<file path="config.mk">
export PLATFORM = sky130hd
export DESIGN_NAME = light_sequencer
export DESIGN_NICKNAME = d
export VERILOG_FILES = /design/src/rtl/light_sequencer.sv
export SDC_FILE = /design/constraint.sdc
export NUM_CORES = 1
export LEC_CHECK = 0
export BUFFER_PORTS_ARGS = -buffer_cell sky130_fd_sc_hd__clkbuf_2
export CAP_MARGIN = 10
export CORE_AREA = 3 3 40 42
export CTS_BUF_LIST = sky130_fd_sc_hd__clkbuf_4 sky130_fd_sc_hd__clkbuf_8
export CTS_CLUSTER_DIAMETER = 150
export DETAILED_ROUTE_END_ITERATION = 16
export DIE_AREA = 0 0 43 45
export PLACE_DENSITY = 0.68
export SYNTH_ARGS = -nofsm -noshare
export SYNTH_HDL_FRONTEND = slang
export SYNTH_SLANG_ARGS = --single-unit
</file>
<file path="constraint.sdc">
create_clock -name clk -period 5.3 [get_ports clk]
set_clock_uncertainty 0.2 [all_clocks]
set_input_delay 1.06 -clock clk [delete_from_list [all_inputs] [get_ports clk]]
set_output_delay 1.06 -clock clk [all_outputs]
set_load 0.02 [all_outputs]
</file>
<file path="src/rtl/light_sequencer.sv">
// light_sequencer: drives one signal head through GREEN -> YELLOW -> RED by
// steering an external phase down-counter (one-hot load select + enable) and
// reacting to its "last" flag. A flashing-yellow maintenance mode is entered
// via flash_req.
// Optional build macro PED_REQ_EN adds a pedestrian request input that can cut
// green short once a minimum green time has elapsed, plus a walk output that
// is lit for the whole RED phase.
module light_sequencer #(
    parameter int pCNT_WIDTH      = 5,
    parameter int pINIT_WIDTH     = 3,
    parameter int pGREEN_INIT_VAL = 14,
    parameter int pPED_MIN_GREEN  = 5
) (
    input  logic                   clk,
    input  logic                   rst,
    input  logic                   tick,
    input  logic                   run,
    input  logic                   flash_req,
    input  logic                   cnt_last,
    input  logic [pCNT_WIDTH-1:0]  cnt_value,
`ifdef PED_REQ_EN
    input  logic                   ped_req,
    output logic                   ped_walk,
`endif
    output logic [pINIT_WIDTH-1:0] cnt_init,
    output logic                   cnt_en,
    output logic                   lamp_g,
    output logic                   lamp_y,
    output logic                   lamp_r,
    output logic [1:0]             phase
);

    typedef enum logic [2:0] {
        ST_START,
        ST_GREEN,
        ST_YELLOW,
        ST_RED,
        ST_FLASH
    } state_t;

    // One-hot counter load selects
    localparam logic [pINIT_WIDTH-1:0] INIT_NONE   = '0;
    localparam logic [pINIT_WIDTH-1:0] INIT_GREEN  = pINIT_WIDTH'(1);
    localparam logic [pINIT_WIDTH-1:0] INIT_YELLOW = pINIT_WIDTH'(2);
    localparam logic [pINIT_WIDTH-1:0] INIT_RED    = pINIT_WIDTH'(4);

    state_t state_reg;
    state_t state_next;
    logic   flash_toggle;   // lamp_y flips on this step while staying in FLASH
    logic   ped_force;      // pedestrian request is allowed to end green now

`ifdef PED_REQ_EN
    // Counter value at or below which enough green has elapsed
    localparam logic [pCNT_WIDTH-1:0] PED_THRESH =
        pCNT_WIDTH'(pGREEN_INIT_VAL - pPED_MIN_GREEN);

    logic ped_pending_reg;

    assign ped_force = ped_pending_reg && (cnt_value <= PED_THRESH);
`else
    // Without the pedestrian feature the counter value and green-timing
    // parameters have no consumer; fold them into a sink so they stay visible.
    localparam int unused_ped_thresh = pGREEN_INIT_VAL - pPED_MIN_GREEN;
    logic unused_cnt_value;

    assign unused_cnt_value = ^cnt_value;
    assign ped_force        = 1'b0;
`endif

    // Next-state decode and counter controls; everything is quiet while
    // frozen (run=0) or held in reset.
    always_comb begin
        state_next   = state_reg;
        cnt_init     = INIT_NONE;
        cnt_en       = 1'b0;
        flash_toggle = 1'b0;
        if (!rst && run) begin
            case (state_reg)
                ST_START: begin
                    // Leaving START does not wait for a tick
                    cnt_init   = INIT_GREEN;
                    cnt_en     = 1'b1;
                    state_next = ST_GREEN;
                end
                ST_GREEN: begin
                    if (tick) begin
                        cnt_en = 1'b1;
                        // Green always hands over to yellow, whatever the cause
                        if (flash_req || ped_force || cnt_last) begin
                            cnt_init   = INIT_YELLOW;
                            state_next = ST_YELLOW;
                        end
                    end
                end
                ST_YELLOW: begin
                    if (tick) begin
                        if (cnt_last) begin
                            if (flash_req) begin
                                state_next = ST_FLASH;
                            end else begin
                                cnt_init   = INIT_RED;
                                cnt_en     = 1'b1;
                                state_next = ST_RED;
                            end
                        end else begin
                            cnt_en = 1'b1;
                        end
                    end
                end
                ST_RED: begin
                    if (tick) begin
                        // flash_req outranks the end-of-phase flag
                        if (flash_req) begin
                            state_next = ST_FLASH;
                        end else if (cnt_last) begin
                            cnt_init   = INIT_GREEN;
                            cnt_en     = 1'b1;
                            state_next = ST_GREEN;
                        end else begin
                            cnt_en = 1'b1;
                        end
                    end
                end
                ST_FLASH: begin
                    if (tick) begin
                        if (!flash_req) begin
                            cnt_init   = INIT_RED;
                            cnt_en     = 1'b1;
                            state_next = ST_RED;
                        end else begin
                            flash_toggle = 1'b1;
                        end
                    end
                end
                default: state_next = ST_START;
            endcase
        end
    end

    // State register with lamps and phase registered from the next state so
    // they change on the same edge as the state itself.
    always_ff @(posedge clk or posedge rst) begin
        if (rst) begin
            state_reg <= ST_START;
            lamp_g    <= 1'b0;
            lamp_y    <= 1'b0;
            lamp_r    <= 1'b1;
            phase     <= 2'b00;
        end else begin
            state_reg <= state_next;
            case (state_next)
                ST_GREEN: begin
                    lamp_g <= 1'b1;
                    lamp_y <= 1'b0;
                    lamp_r <= 1'b0;
                    phase  <= 2'b01;
                end
                ST_YELLOW: begin
                    lamp_g <= 1'b0;
                    lamp_y <= 1'b1;
                    lamp_r <= 1'b0;
                    phase  <= 2'b10;
                end
                ST_RED: begin
                    lamp_g <= 1'b0;
                    lamp_y <= 1'b0;
                    lamp_r <= 1'b1;
                    phase  <= 2'b11;
                end
                ST_FLASH: begin
                    lamp_g <= 1'b0;
                    lamp_r <= 1'b0;
                    // Yellow is lit on entry, then flips once per step
                    lamp_y <= (state_reg == ST_FLASH) ? (lamp_y ^ flash_toggle) : 1'b1;
                    phase  <= 2'b11;
                end
                default: begin
                    lamp_g <= 1'b0;
                    lamp_y <= 1'b0;
                    lamp_r <= 1'b1;
                    phase  <= 2'b00;
                end
            endcase
        end
    end

`ifdef PED_REQ_EN
    // Pedestrian request latch (a new request beats the clear on RED entry)
    // and walk indication that tracks the RED phase.
    always_ff @(posedge clk or posedge rst) begin
        if (rst) begin
            ped_pending_reg <= 1'b0;
            ped_walk        <= 1'b0;
        end else begin
            if (ped_req) begin
                ped_pending_reg <= 1'b1;
            end else if (state_next == ST_RED && state_reg != ST_RED) begin
                ped_pending_reg <= 1'b0;
            end
            ped_walk <= (state_next == ST_RED);
        end
    end
`endif

endmodule

</file>
==> results.yml <==
worst_setup_path:
  cp-start-kind: "primary input"
  crit_buf_inv: 3
  critical_path.max_stage_delay_ps: 240
  timing.rr.start: "state_reg[2]"
  worstPathRequired_ps: 4040
  critical_path_s_most_frequent_cell: "sky130_fd_sc_hd__clkbuf_2"
  crit_fanout: 9
  cp-startpoint: "rst"
  setup.worst_path.end_class: "output port"
  crit_type: "in -> out"
  worst_path_max_delay_cell: "sky130_fd_sc_hd__inv_1"
  timing.critical_path.cells: "clkbuf_2, inv_1, nand2_1, a21oi_1, o21a_1, clkbuf_2"
  cp_data_arrival_time_ps: 2060
  critPathTopFamily: "buffers and inverters"
sta:
  final_max_slew_viol_count: 0
  hold_slack_ps: 548.7
  hold_viol: 0
  post-route-min-period_ps: 3322
  final-setup-viol-count: 0
  setup-tns-final_ps: 0
  tightest_slew_ps: 407.3
  final_min_period_over_clock_period: 0.6268
  fmaxAchievable_mhz: 301.0
  unrepaired_setup_endpoints_after_global_routing: "no"
  slew_headroom: 0.7285
  fin_ws_ps: 1978
placement:
  hpwl_um: 925.8
  globalplace.congestion: 0.8081
  pre_cts_ws_ps: 1944
  placed_cells: 94
  placedInstanceArea_um2: 635.6
  io_buffer_count: 14
grt:
  grt_pass1_wl_um: 2283
  initial_antenna_violation_count: 0
  grt_pass1_vias: 537
  total_grt_overflow: 0
  grt_start_max_net_pins: 16
  track_usage: 0.1550
die:
  num_rows: 13
  die_y_um: 45
  die-area_um2: 1935
  initial_utilization: 0.4508
  top_level_ports: 20
  floorplan.die.width_um: 43
  placeableCoreArea_um2: 1285
synthesis:
  synth_area_um2: 579.3
  synth_edf_count: 0
  synthCells: 69
  yosysWarningCount: 0
  synth.net_count: 80
  avgSynthCellArea_um2: 8.396
  register_area_share_after_synthesis: 0.3477
  number_of_synthesized_register_bits: 8
  synth_cell_types: 28
  fraction_of_synthesis_flops_using_an_asynchronous_set_or_reset_pin: 1.000
  yosys_most_used_dff: "sky130_fd_sc_hd__dfrtp_1"
hold_path:
  timing.hold.worst.class: "in -> async"
clock_tree:
  tritoncts: "yes"
  cts_inserted_buffers: 3
  clock-sinks: 8
  cts_resized: 0
  clock-root-buffer: "sky130_fd_sc_hd__clkbuf_4"
  post-cts-setup-buffer-count: 0
  cts.reportedPaths.clkPinSlew_ps: 50
  clk-insertion-delay-late_ps: 250
  clockBufferDepth: 2
  cts.htree.levels: 1
  cts_hold_buf: 0
power_and_ir_drop:
  clock_power_share: 0.160
  power.switching_mw: 0.1496
  swShare: 0.4462
  vdd_ir_drop_max_v: 0.0003205
  cell_internal_pwr_mw: 0.1857
  power.combinational.fraction: 0.496
  share_seq_of_total_power: 0.344
  design_power_total_mw: 0.3353
  power.leakage_nw: 0.3085
  cellPowerDensity_nw_per_um2: 503.7
outcome:
  outcome: "finished, final reports clean"
job:
  drv.max_cap_violation_count: 0
routing:
  route.detailed.wl_per_inst_um: 12.94
  drtPass1Iterations: 4
  drtIter0Drc: 11
  avgViaCountPerCell: 5.673
  drcViolationCount: 0
  route.final.wire_length_um: 1268
  route.vias.total: 556
  residual_antenna_violating_net_count_after_detailed_routing: 0
layout:
  post-route-util: 0.5180
  drive_gt1_frac: 0.2530
  syn2layout_area_growth_pct: 14.90
  antenna_cells: 0
  largest_reg_flops: 3
  nNetsFinal: 95
  post_layout_nonfiller_instances: 98
  postLayoutCellArea_um2: 665.6
==> cell families after synthesis <==
kind of cell | synth area share
simple gates | 0.2246
mux | 0.03456
xor+xnor | 0.03024
buf+inv | 0.08855
fa+ha+maj | 0.01944
compound gates | 0.2549
flops | 0.3477
==> power groups by stage <==
stage | Sequential, mW | Combinational, mW | Clock, mW
2_1_floorplan | 0.126 | 0.117 | 0
3_3_place_gp | 0.116 | 0.162 | 0
3_5_place_dp | 0.115 | 0.165 | 0
4_1_cts | 0.115 | 0.167 | 0.0553
5_1_grt | 0.119 | 0.185 | 0.0585
6_report | 0.115 | 0.166 | 0.0536
==> layout by cell type (no fill, tap or decap) <==
| master | count |
|---|---|
| sky130_fd_sc_hd__clkbuf_2 | 14 |
| sky130_fd_sc_hd__a21oi_1 | 8 |
| sky130_fd_sc_hd__dfrtp_1 | 7 |
| sky130_fd_sc_hd__inv_1 | 5 |
| sky130_fd_sc_hd__nor2_1 | 5 |
| sky130_fd_sc_hd__nand2_1 | 4 |
| sky130_fd_sc_hd__o21ai_0 | 4 |
| sky130_fd_sc_hd__nand2b_1 | 4 |
| sky130_fd_sc_hd__clkbuf_4 | 4 |
| sky130_fd_sc_hd__a31oi_1 | 2 |
| sky130_fd_sc_hd__o22ai_1 | 2 |
| sky130_fd_sc_hd__a22o_1 | 2 |
| sky130_fd_sc_hd__nor2b_1 | 2 |
| sky130_fd_sc_hd__o211ai_1 | 2 |
| sky130_fd_sc_hd__and2_1 | 2 |
| sky130_fd_sc_hd__mux2i_1 | 2 |
| sky130_fd_sc_hd__xor2_1 | 2 |
| sky130_fd_sc_hd__nor4_1 | 2 |
| sky130_fd_sc_hd__nand4_1 | 1 |
| sky130_fd_sc_hd__maj3_2 | 1 |
| sky130_fd_sc_hd__or3b_1 | 1 |
| sky130_fd_sc_hd__a221o_1 | 1 |
| sky130_fd_sc_hd__o211ai_2 | 1 |
| sky130_fd_sc_hd__nand3_1 | 1 |
| sky130_fd_sc_hd__nand4b_1 | 1 |
| sky130_fd_sc_hd__o21a_1 | 1 |
| sky130_fd_sc_hd__nor3_1 | 1 |
| sky130_fd_sc_hd__dfstp_2 | 1 |
==> metal layers <==
layer,part of all wire,vias up,track usage
li1,-,279,-
met1,0.48,264,0.2070
met2,0.46,13,0.2455
met3,0.053,0,0.03984
met4,0,0,0.05422
met5,0,-,0
==> area by class of cell <==
| type | count | area [um^2] |
|---|---|---|
| clock buffer | 4 | 30.03 |
| fill | 139 | 619.3 |
| inverter | 5 | 18.77 |
| multi-input combinational | 52 | 326.6 |
| sequential | 8 | 201.4 |
| tap | 15 | 18.77 |
| timing repair buffer | 14 | 70.07 |
==> worst reg2reg max path: stages (launching register included) <==
cell and delay [ps]:
sky130_fd_sc_hd__dfrtp_1 520, sky130_fd_sc_hd__or3b_1 440, sky130_fd_sc_hd__a221o_1 290, sky130_fd_sc_hd__o211ai_2 140, sky130_fd_sc_hd__nand2b_1 170, sky130_fd_sc_hd__o21ai_0 90
==> cell usage after synthesis (all sizes together), types with 3 or more instances <==
cell | number | area share
inv | 5 | 0.032
nand2b | 4 | 0.043
nor2 | 5 | 0.032
buf | 4 | 0.056
nand2 | 4 | 0.026
o21ai | 4 | 0.035
a21oi | 8 | 0.069
dfrtp | 7 | 0.30
o211ai | 3 | 0.048
==> final timing paths <==
check	to	slack (ps)	depth (start not counted)
min in group clk	lamp_y	570	4
max in group asynchronous	lamp_r	4060	2
worst min register to register	lamp_y	570	4
worst max register to register	phase[1]	3320	5
worst min-delay path	state_reg[2]	550	2
worst max-delay path	cnt_en	1980	6
(Power assumes the default switching activity.)
